==> config.mk <==
export PLATFORM = sky130hd
export DESIGN_NAME = clk_div_bank
export DESIGN_NICKNAME = d
export VERILOG_FILES = /design/src/rtl/clk_div_bank_pkg.sv /design/src/rtl/clk_div_bank_channel.sv /design/src/rtl/clk_div_bank.sv
export SDC_FILE = /design/constraint.sdc
export NUM_CORES = 1
export LEC_CHECK = 0
export ABC_AREA = 1
export CAP_MARGIN = 20
export CORE_MARGIN = 5
export CORE_UTILIZATION = 46
export DETAILED_ROUTE_END_ITERATION = 8
export PLACE_DENSITY = 0.72
export SKIP_LAST_GASP = 1
export SYNTH_ARGS = -nofsm -noshare
export SYNTH_HDL_FRONTEND = slang
export SYNTH_SLANG_ARGS = --single-unit
==> constraint.sdc <==
create_clock -name clk16f_i -period 3.9 [get_ports clk16f_i]
set_input_delay 0.975 -clock clk16f_i [delete_from_list [all_inputs] [get_ports clk16f_i]]
set_output_delay 0.975 -clock clk16f_i [all_outputs]
set_load 0.1 [all_outputs]
==> src/rtl/clk_div_bank_pkg.sv <==
// ============================================================================
//  Module      : clk_div_bank_pkg
//  Description : Shared constants, channel state encoding and reset-value
//                helper for the clk_div_bank divider bank.
//  Revision    : 1.0 - initial release
// ============================================================================
`default_nettype none

package clk_div_bank_pkg;

    // Default half-period register width.
    localparam int DIV_W_DEFAULT = 4;

    // Channel state encoding, explicit one-bit width.
    typedef logic [0:0] ch_state_t;
    localparam ch_state_t ST_PARKED = 1'b0;
    localparam ch_state_t ST_RUN    = 1'b1;

    // Reset half-period of channel idx: 2^(idx+1), clamped to the largest
    // value a div_w-bit register can hold so wide banks stay legal.
    function automatic int default_half(input int idx, input int div_w);
        int lim;
        int h;
        lim = (1 << div_w) - 1;
        if (idx >= 30) begin
            h = lim;
        end else begin
            h = 1 << (idx + 1);
        end
        if (h > lim) begin
            h = lim;
        end
        return h;
    endfunction

endpackage

`default_nettype wire

==> src/rtl/clk_div_bank_channel.sv <==
// ============================================================================
//  Module      : clk_div_bank_channel
//  Description : One divided-clock channel. Holds the period counter, the
//                active and pending half-period, the PARKED/RUN state and the
//                registered clk_out / rise strobe.
//  Revision    : 1.0 - initial release
// ============================================================================
`default_nettype none

module clk_div_bank_channel
    import clk_div_bank_pkg::*;
#(
    parameter int               DIV_W    = DIV_W_DEFAULT,
    parameter logic [DIV_W-1:0] RST_HALF = DIV_W'(2)
) (
    input  logic             clk16f_i,
    input  logic             reset_L_i,
    input  logic             en_i,
    input  logic             sync_i,
    input  logic             wr_i,
    input  logic [DIV_W-1:0] wr_half_i,
    output logic             busy_o,
    output logic             clk_out_o,
    output logic             rise_stb_o,
    output logic             running_o
);

    ch_state_t        state_q, state_d;
    logic [DIV_W-1:0] cnt_q, cnt_d;
    logic [DIV_W-1:0] half_q, half_d;
    logic [DIV_W-1:0] pend_q, pend_d;
    logic             busy_q, busy_d;
    logic             clk_q, clk_d;
    logic             stb_q, stb_d;

    logic [DIV_W-1:0] eff_half;
    logic             at_end;
    logic             step;
    logic             boundary;
    logic             do_sync;
    logic             apply;

    // Event decode. A parked channel is always sitting on a period boundary,
    // so a pending half governs its very first count step.
    always_comb begin
        eff_half = ((state_q == ST_PARKED) && busy_q) ? pend_q : half_q;
        at_end   = (cnt_q == (eff_half - DIV_W'(1)));
        step     = (state_q == ST_RUN) || en_i;
        boundary = (state_q == ST_RUN) && at_end && !clk_q;
        do_sync  = sync_i && step;
        apply    = busy_q && (sync_i || (state_q == ST_PARKED) || boundary);
    end

    // State register.
    always_ff @(posedge clk16f_i or negedge reset_L_i) begin
        if (!reset_L_i) begin
            state_q <= ST_PARKED;
        end else begin
            state_q <= state_d;
        end
    end

    // Next state: start on enable, park only on a rising boundary; sync holds RUN.
    always_comb begin
        state_d = state_q;
        case (state_q)
            ST_PARKED: if (en_i) state_d = ST_RUN;
            ST_RUN:    if (!sync_i && boundary && !en_i) state_d = ST_PARKED;
            default:   state_d = ST_PARKED;
        endcase
    end

    // Outputs are pure register taps.
    always_comb begin
        busy_o     = busy_q;
        clk_out_o  = clk_q;
        rise_stb_o = stb_q;
        running_o  = (state_q == ST_RUN);
    end

    // Datapath next values: count step, sync realign, pending half handling.
    always_comb begin
        cnt_d  = cnt_q;
        clk_d  = clk_q;
        stb_d  = 1'b0;
        half_d = half_q;
        pend_d = pend_q;
        busy_d = busy_q;
        if (do_sync) begin
            cnt_d = '0;
            clk_d = 1'b1;
        end else if (step) begin
            if (at_end) begin
                cnt_d = '0;
                clk_d = ~clk_q;
                // A rise that parks the channel is not a new period.
                stb_d = boundary && en_i;
            end else begin
                cnt_d = cnt_q + DIV_W'(1);
            end
        end else begin
            cnt_d = '0;
            clk_d = 1'b1;
        end
        if (apply) begin
            half_d = pend_q;
            busy_d = 1'b0;
        end
        // A write in the sync cycle takes effect through that same sync.
        if (wr_i) begin
            pend_d = wr_half_i;
            if (sync_i) begin
                half_d = wr_half_i;
                busy_d = 1'b0;
            end else begin
                busy_d = 1'b1;
            end
        end
    end

    // Datapath registers.
    always_ff @(posedge clk16f_i or negedge reset_L_i) begin
        if (!reset_L_i) begin
            cnt_q  <= '0;
            half_q <= RST_HALF;
            pend_q <= RST_HALF;
            busy_q <= 1'b0;
            clk_q  <= 1'b1;
            stb_q  <= 1'b0;
        end else begin
            cnt_q  <= cnt_d;
            half_q <= half_d;
            pend_q <= pend_d;
            busy_q <= busy_d;
            clk_q  <= clk_d;
            stb_q  <= stb_d;
        end
    end

endmodule

`default_nettype wire

==> src/rtl/clk_div_bank.sv <==
// ============================================================================
//  Module      : clk_div_bank
//  Description : Bank of NUM_OUT glitch-free programmable clock dividers
//                running from clk16f. Top level decodes configuration writes
//                and flags rejected ones; all timing lives in the channels.
//  Revision    : 1.0 - initial release
// ============================================================================
`default_nettype none

module clk_div_bank
    import clk_div_bank_pkg::*;
#(
    parameter  int NUM_OUT = 3,
    parameter  int DIV_W   = DIV_W_DEFAULT,
    localparam int CH_W    = (NUM_OUT > 1) ? $clog2(NUM_OUT) : 1
) (
    input  logic               clk16f_i,
    input  logic               reset_L_i,
    input  logic [NUM_OUT-1:0] en_i,
    input  logic               sync_i,
    input  logic               cfg_wr_i,
    input  logic [CH_W-1:0]    cfg_ch_i,
    input  logic [DIV_W-1:0]   cfg_half_i,
    output logic [NUM_OUT-1:0] cfg_busy_o,
    output logic               cfg_err_o,
    output logic [NUM_OUT-1:0] clk_out_o,
    output logic [NUM_OUT-1:0] rise_stb_o,
    output logic [NUM_OUT-1:0] running_o
);

    localparam int unsigned NUM_OUT_U = NUM_OUT;

    logic cfg_ok;
    logic cfg_err_q, cfg_err_d;

    // Accept a write only for an existing channel and a non-zero half-period.
    always_comb begin
        cfg_ok    = cfg_wr_i && (cfg_half_i != '0) && (32'(cfg_ch_i) < NUM_OUT_U);
        cfg_err_d = cfg_wr_i && !cfg_ok;
    end

    // Rejected-write flag, one-cycle pulse.
    always_ff @(posedge clk16f_i or negedge reset_L_i) begin
        if (!reset_L_i) begin
            cfg_err_q <= 1'b0;
        end else begin
            cfg_err_q <= cfg_err_d;
        end
    end

    assign cfg_err_o = cfg_err_q;

    for (genvar gi = 0; gi < NUM_OUT; gi++) begin : g_ch
        logic ch_wr;
        assign ch_wr = cfg_ok && (cfg_ch_i == CH_W'(gi));

        clk_div_bank_channel #(
            .DIV_W    (DIV_W),
            .RST_HALF (DIV_W'(default_half(gi, DIV_W)))
        ) u_ch (
            .clk16f_i   (clk16f_i),
            .reset_L_i  (reset_L_i),
            .en_i       (en_i[gi]),
            .sync_i     (sync_i),
            .wr_i       (ch_wr),
            .wr_half_i  (cfg_half_i),
            .busy_o     (cfg_busy_o[gi]),
            .clk_out_o  (clk_out_o[gi]),
            .rise_stb_o (rise_stb_o[gi]),
            .running_o  (running_o[gi])
        );
    end

endmodule

`default_nettype wire
Word-level counts from Yosys, hierarchy flattened
Cells that the tools add are included.
Widths: inputs -> output; s select.
Storage, ports and cells
  register bits: 49
Operators by class
  reductions and logical operators: 52
  muxes and demuxes: 55
  equal/unequal tests: 8
  bitwise logic cells: 6
  $add $sub $neg: 6
  $lt $le $gt $ge: 1
Operator list (number)
  $mux 4: 21
  $mux 1: 31
  $logic_and 1x1->1: 30
  $add 4x1->4 const B: 3
  $eq 4x4->1: 3
  $sub 4x1->4 const B: 3
  $logic_or 1x1->1: 9
  $ne 3x2->1 const B: 3
  $logic_not 1->1: 8
  $not 1->1: 6
  $pmux 1 s2: 3
  $reduce_bool 2->1: 3
  $reduce_bool 4->1: 1
  $eq 2x1->1 const B: 1
  $eq 2x2->1 const B: 1
  $logic_not 2->1: 1
  $lt 2x2->1 const B: 1

Depth between registers and ports, before layout
  word-level depth: 12
  depth in mapped cells: 14

Modules after synthesis
A second synthesis with hierarchy kept.
Second synthesis, totals
  cells, all modules: 388
  area total of the unflattened synthesis: 2940.3 um^2
Modules (own cells, without submodules)
  clk_div_bank_channel at g_ch[1].u_ch ...: instances 2, area each 952.2 um^2, cells each 124
  clk_div_bank_channel at g_ch[0].u_ch: instances 1, area each 942.2 um^2, cells each 123
  clk_div_bank: instances 1, area each 93.8 um^2, cells each 17

Worst setup path before layout
Ideal clock, no wire load.
  kind: in2reg
  start point: in cfg_half_i[2]
  end point: reg g_ch[1].u_ch.half_q[0]
  cell stages on the path: 6
  path buffers: 0
  setup slack: 1.926 ns
  arrival time: 1.856 ns
  cells stage by stage: o41ai_2 > nor2_2 > nand2_1 > inv_1 > nand2_1 > nand2_1
Between the ends
  longest elaborated chain between the ends: 5
RTL lines
  from (decl): line clk_div_bank.sv:23  | input logic [DIV_W-1:0] cfg_half_i,
  $reduce_bool 4->1: line clk_div_bank.sv:38  | cfg_ok = cfg_wr_i && (cfg_half_i != '0) && (32'(cfg_ch_i) < NUM_OUT_U);
  $logic_and 1x1->1 (2 in series): line clk_div_bank.sv:38
  $logic_and 1x1->1: line clk_div_bank.sv:55  | assign ch_wr = cfg_ok && (cfg_ch_i == CH_W'(gi));
  $mux 4: line clk_div_bank_channel.sv:110  | if (wr_i) begin
  net g_ch[1].u_ch.half_d[0]: line clk_div_bank_channel.sv:30  | logic [DIV_W-1:0] half_q, half_d;
  to (signal assigned): line clk_div_bank_channel.sv:132  | half_q <= half_d;
  to (decl): line clk_div_bank_channel.sv:30
The timed path passes the listed nets, and every way through them passes these cells.
A chain may end at the register's enable or synchronous reset.

Final worst setup path
  start point: reg g_ch[1].u_ch.clk_q
  end point: out clk_out_o[1]
RTL lines
  from (decl): line clk_div_bank_channel.sv:33  | logic clk_q, clk_d;
  from (signal assigned): line clk_div_bank_channel.sv:135  | clk_q <= clk_d;
  to (decl): line clk_div_bank.sv:26  | output logic [NUM_OUT-1:0] clk_out_o,
No word-level cell between the ends.

==> flow_metrics.env <==
export IMPL_yosysWarnings=0
export IMPL_die_w_microns=92.7
export IMPL_crit_type="register to output pin"
export IMPL_grt_pass1_wl_microns=11700
export IMPL_cp_max_fo=2
export IMPL_port_buffers=25
export IMPL_cts_root_buf="clkbuf_8"
export IMPL_postCtsSetupBuffers=0
export IMPL_fill_cells=676
export IMPL_die_area_sq_mm=0.00859
export IMPL_cts_made_buffers=5
export IMPL_comb_power_share=0.472
export IMPL_power_density_mw_per_mm2=586
export IMPL_seqPwrFrac=0.382
export IMPL_grt_util_all_layers=0.166
export IMPL_cp_top_family="buffers and inverters"
export IMPL_grt_antenna_before_repair=0
export IMPL_worstPathRequired_ns=2.92
export IMPL_critPathMaxStageDelay_ns=1.12
export IMPL_setup_tns_final_ns=0
export IMPL_grt_pass1_vias=2625
export IMPL_cts_resized=0
export IMPL_status="completed"
export IMPL_maxCapViolations=0
export IMPL_grt_setup_unrepaired="false"
export IMPL_holdBufCountCts=0
export IMPL_drtAntennaViolNets=0
export IMPL_switchingPower_uw=919
export IMPL_end_kind="output pin"
export IMPL_cp_start_kind="register"
export IMPL_diodes=0
export IMPL_cts_buffer_depth=2
export IMPL_slew_headroom=0.347
export IMPL_syn_num_nets=437
export IMPL_coreArea_sq_mm=0.00672
export IMPL_grt_max_degree=50
export IMPL_syn_to_final_growth_pct=9.04
export IMPL_wirelength_microns=6640
export IMPL_drive_above_1_share=0.131
export IMPL_syn_area_sq_mm=0.00314
export IMPL_synth_cell_types=24
export IMPL_critPathArrivalTime_ns=1.96
export IMPL_wl_per_cell_microns=12.9
export IMPL_clkTransAtPathRegs_ns=0.09
export IMPL_worstPathBufferInverterCount=1
export IMPL_sw_frac_of_total=0.458
export IMPL_clkPwrFrac=0.146
export IMPL_internal_power_uw=1090
export IMPL_dp_cells=507
export IMPL_grt_ovfl_total=0
export IMPL_drt_iter0_markers=133
export IMPL_power_uw=2010
export IMPL_hp_class="input pin to asynchronous set/reset pin"
export IMPL_die_y_microns=92.7
export IMPL_start_util=0.468
export IMPL_insertion_delay_ns=0.30
export IMPL_first_pass_iters=4
export IMPL_route_detailed_drc=0
export IMPL_cts_sinks=49
export IMPL_tritoncts="built"
export IMPL_timing_final_crit_share=0.753
export IMPL_ioPinCount=26
export IMPL_fin_util=0.510
export IMPL_routed_via_count=2641
export IMPL_final_cells=516
export IMPL_synth_seq_cells=49
export IMPL_synthCells=421
export IMPL_htreeDepth=2
export IMPL_place_hpwl_microns=5110
export IMPL_avgViaCountPerCell=5.12
export IMPL_power_leakage_uw=0.00172
export IMPL_synth_avg_cell_area_sq_um=7.47
export IMPL_cp_slowest_cell="clkdlybuf4s50_1"
export IMPL_nets=451
export IMPL_setup_violations=0
export IMPL_vdd_drop_max_mv=0.194
export IMPL_place_gp_congestion=0.843
export IMPL_finalMaxSlewViolations=0
export IMPL_fin_crit_ns=2.94
export IMPL_fmax_ghz=0.341
export IMPL_hold_viol=0
export IMPL_yosysSeqAreaShare=0.394
export IMPL_clock_skew_ns=0.00734
export IMPL_worstPathCellList="clkdlybuf4s50_1"
export IMPL_tightest_slew_ns=0.977
export IMPL_num_rows=30
cell type report:
type / instances / area, sq um / area share
Multi-Input combinational cell: 296 / 1530 / 0.448
Tap cell: 80 / 100 / 0.0292
Clock inverter: 1 / 7.51 / 0.00219
Inverter: 57 / 214 / 0.0624
Clock buffer: 7 / 76.3 / 0.0223
Sequential cell: 49 / 1240 / 0.361
Timing Repair Buffer: 26 / 258 / 0.0752
power groups by stage:
| stage | Clock (uW) | Combinational, uW | Sequential (uW) |
|---|---|---|---|
| floorplan | 0 | 813 | 742 |
| finish | 292 | 947 | 767 |
| global route | 327 | 1070 | 786 |
| CTS | 309 | 949 | 766 |
| global placement | 0 | 924 | 773 |
| detailed placement | 0 | 947 | 777 |
final timing paths:
check | from | end | slack [ns] | depth (start not counted)
worst min-delay path | reset_L_i | g_ch[2].u_ch.pend_q[0]$_DFFE_PN0P_ | 0.52 | 1
worst max-delay path | g_ch[1].u_ch.clk_out_o$_DFFE_PN1P_ | clk_out_o[1] | 0.96 | 1
worst min register to register | g_ch[2].u_ch.cnt_q[0]$_DFF_PN0_ | g_ch[2].u_ch.cnt_q[0]$_DFF_PN0_ | 0.53 | 1
worst max register to register | g_ch[2].u_ch.busy_o$_DFFE_PN0P_ | g_ch[2].u_ch.half_q[0]$_DFF_PN0_ | 1.84 | 11
max in group asynchronous | reset_L_i | g_ch[1].u_ch.clk_out_o$_DFFE_PN1P_ | 2.83 | 2
min in group clk16f_i | g_ch[2].u_ch.cnt_q[0]$_DFF_PN0_ | g_ch[2].u_ch.cnt_q[0]$_DFF_PN0_ | 0.53 | 1
cells in the final DEF (no fill, tap or decap):
cell type / synthesis / layout
a21oi_1: 7 / 7
buf_12: 0 / 1
buf_2: 0 / 1
buf_4: 13 / 3
clkbuf_1: 0 / 2
clkbuf_8: 0 / 5
clkdlybuf4s50_1: 0 / 21
clkinvlp_4: 0 / 1
dfrtp_1: 40 / 40
dfstp_2: 9 / 9
ha_1: 3 / 3
inv_1: 54 / 54
inv_2: 3 / 3
nand2_1: 110 / 110
nand2_2: 17 / 17
nand2_4: 6 / 6
nand3_1: 87 / 87
nand3_2: 3 / 3
nand3b_1: 9 / 9
nand4_4: 3 / 3
nor2_1: 25 / 25
nor2_2: 1 / 1
o211ai_1: 3 / 3
o21ai_0: 12 / 12
o21ai_2: 3 / 3
o41ai_2: 1 / 1
xnor2_1: 3 / 3
xor2_1: 3 / 3
stage by stage:
stage                     cell area [sq um]  hold slack (ns)  setup slack, ns
after global placement                 3320            0.496             1.19
after CTS                              3410            0.519            0.943
after detailed placement               3320            0.506             1.13
final                                  3430            0.519            0.964
after floorplan                        3140            0.464             1.93
after global routing                   3430            0.514            0.914
registers in the layout (all words and copies together) (netlist names):
register and cells:
g_ch.u_ch.cnt_q 12, g_ch.u_ch.half_q 12, g_ch.u_ch.pend_q 12, g_ch.u_ch.busy_o 3
g_ch.u_ch.clk_out_o 3, g_ch.u_ch.rise_stb_o 3, g_ch.u_ch.running_o 3, cfg_err_o 1
kinds of logic (layout without fill, tap and decap cells):
group | Yosys count | in the layout | synth area share
and+or+nand+nor | 261 | 261 | 0.408
DFF | 49 | 49 | 0.394
xor gates and xnor gates | 6 | 6 | 0.0167
AOI/OAI and AO/OA | 26 | 26 | 0.0510
buffers and inverters | 76 | 91 | 0.118
adders and majority gates | 3 | 3 | 0.0119
synth_stat cells, drive strengths merged:
cell	instances	area share
nand2	133	0.19
nand3	90	0.15
inv	57	0.068
dfrtp	40	0.32
nor2	26	0.032
buf	19	0.050
o21ai	15	0.027
dfstp	9	0.075
nand3b	9	0.021
a21oi	7	0.011
ha	3	0.012
nand4	3	0.020
o211ai	3	0.0072
xnor2	3	0.0084
xor2	3	0.0084
o41ai	1	0.0052
metal layers:
metal / wire (microns) / track usage / part of all wire / up-vias
met5: 0 / 0 / 0 / -
li1: - / - / - / 1357
met4: 90 / 0.0549 / 0.014 / 0
met3: 200 / 0.0268 / 0.030 / 8
met1: 3060 / 0.215 / 0.46 / 1237
met2: 3300 / 0.282 / 0.50 / 39
Note: power is estimated with default switching activity, not from simulation.
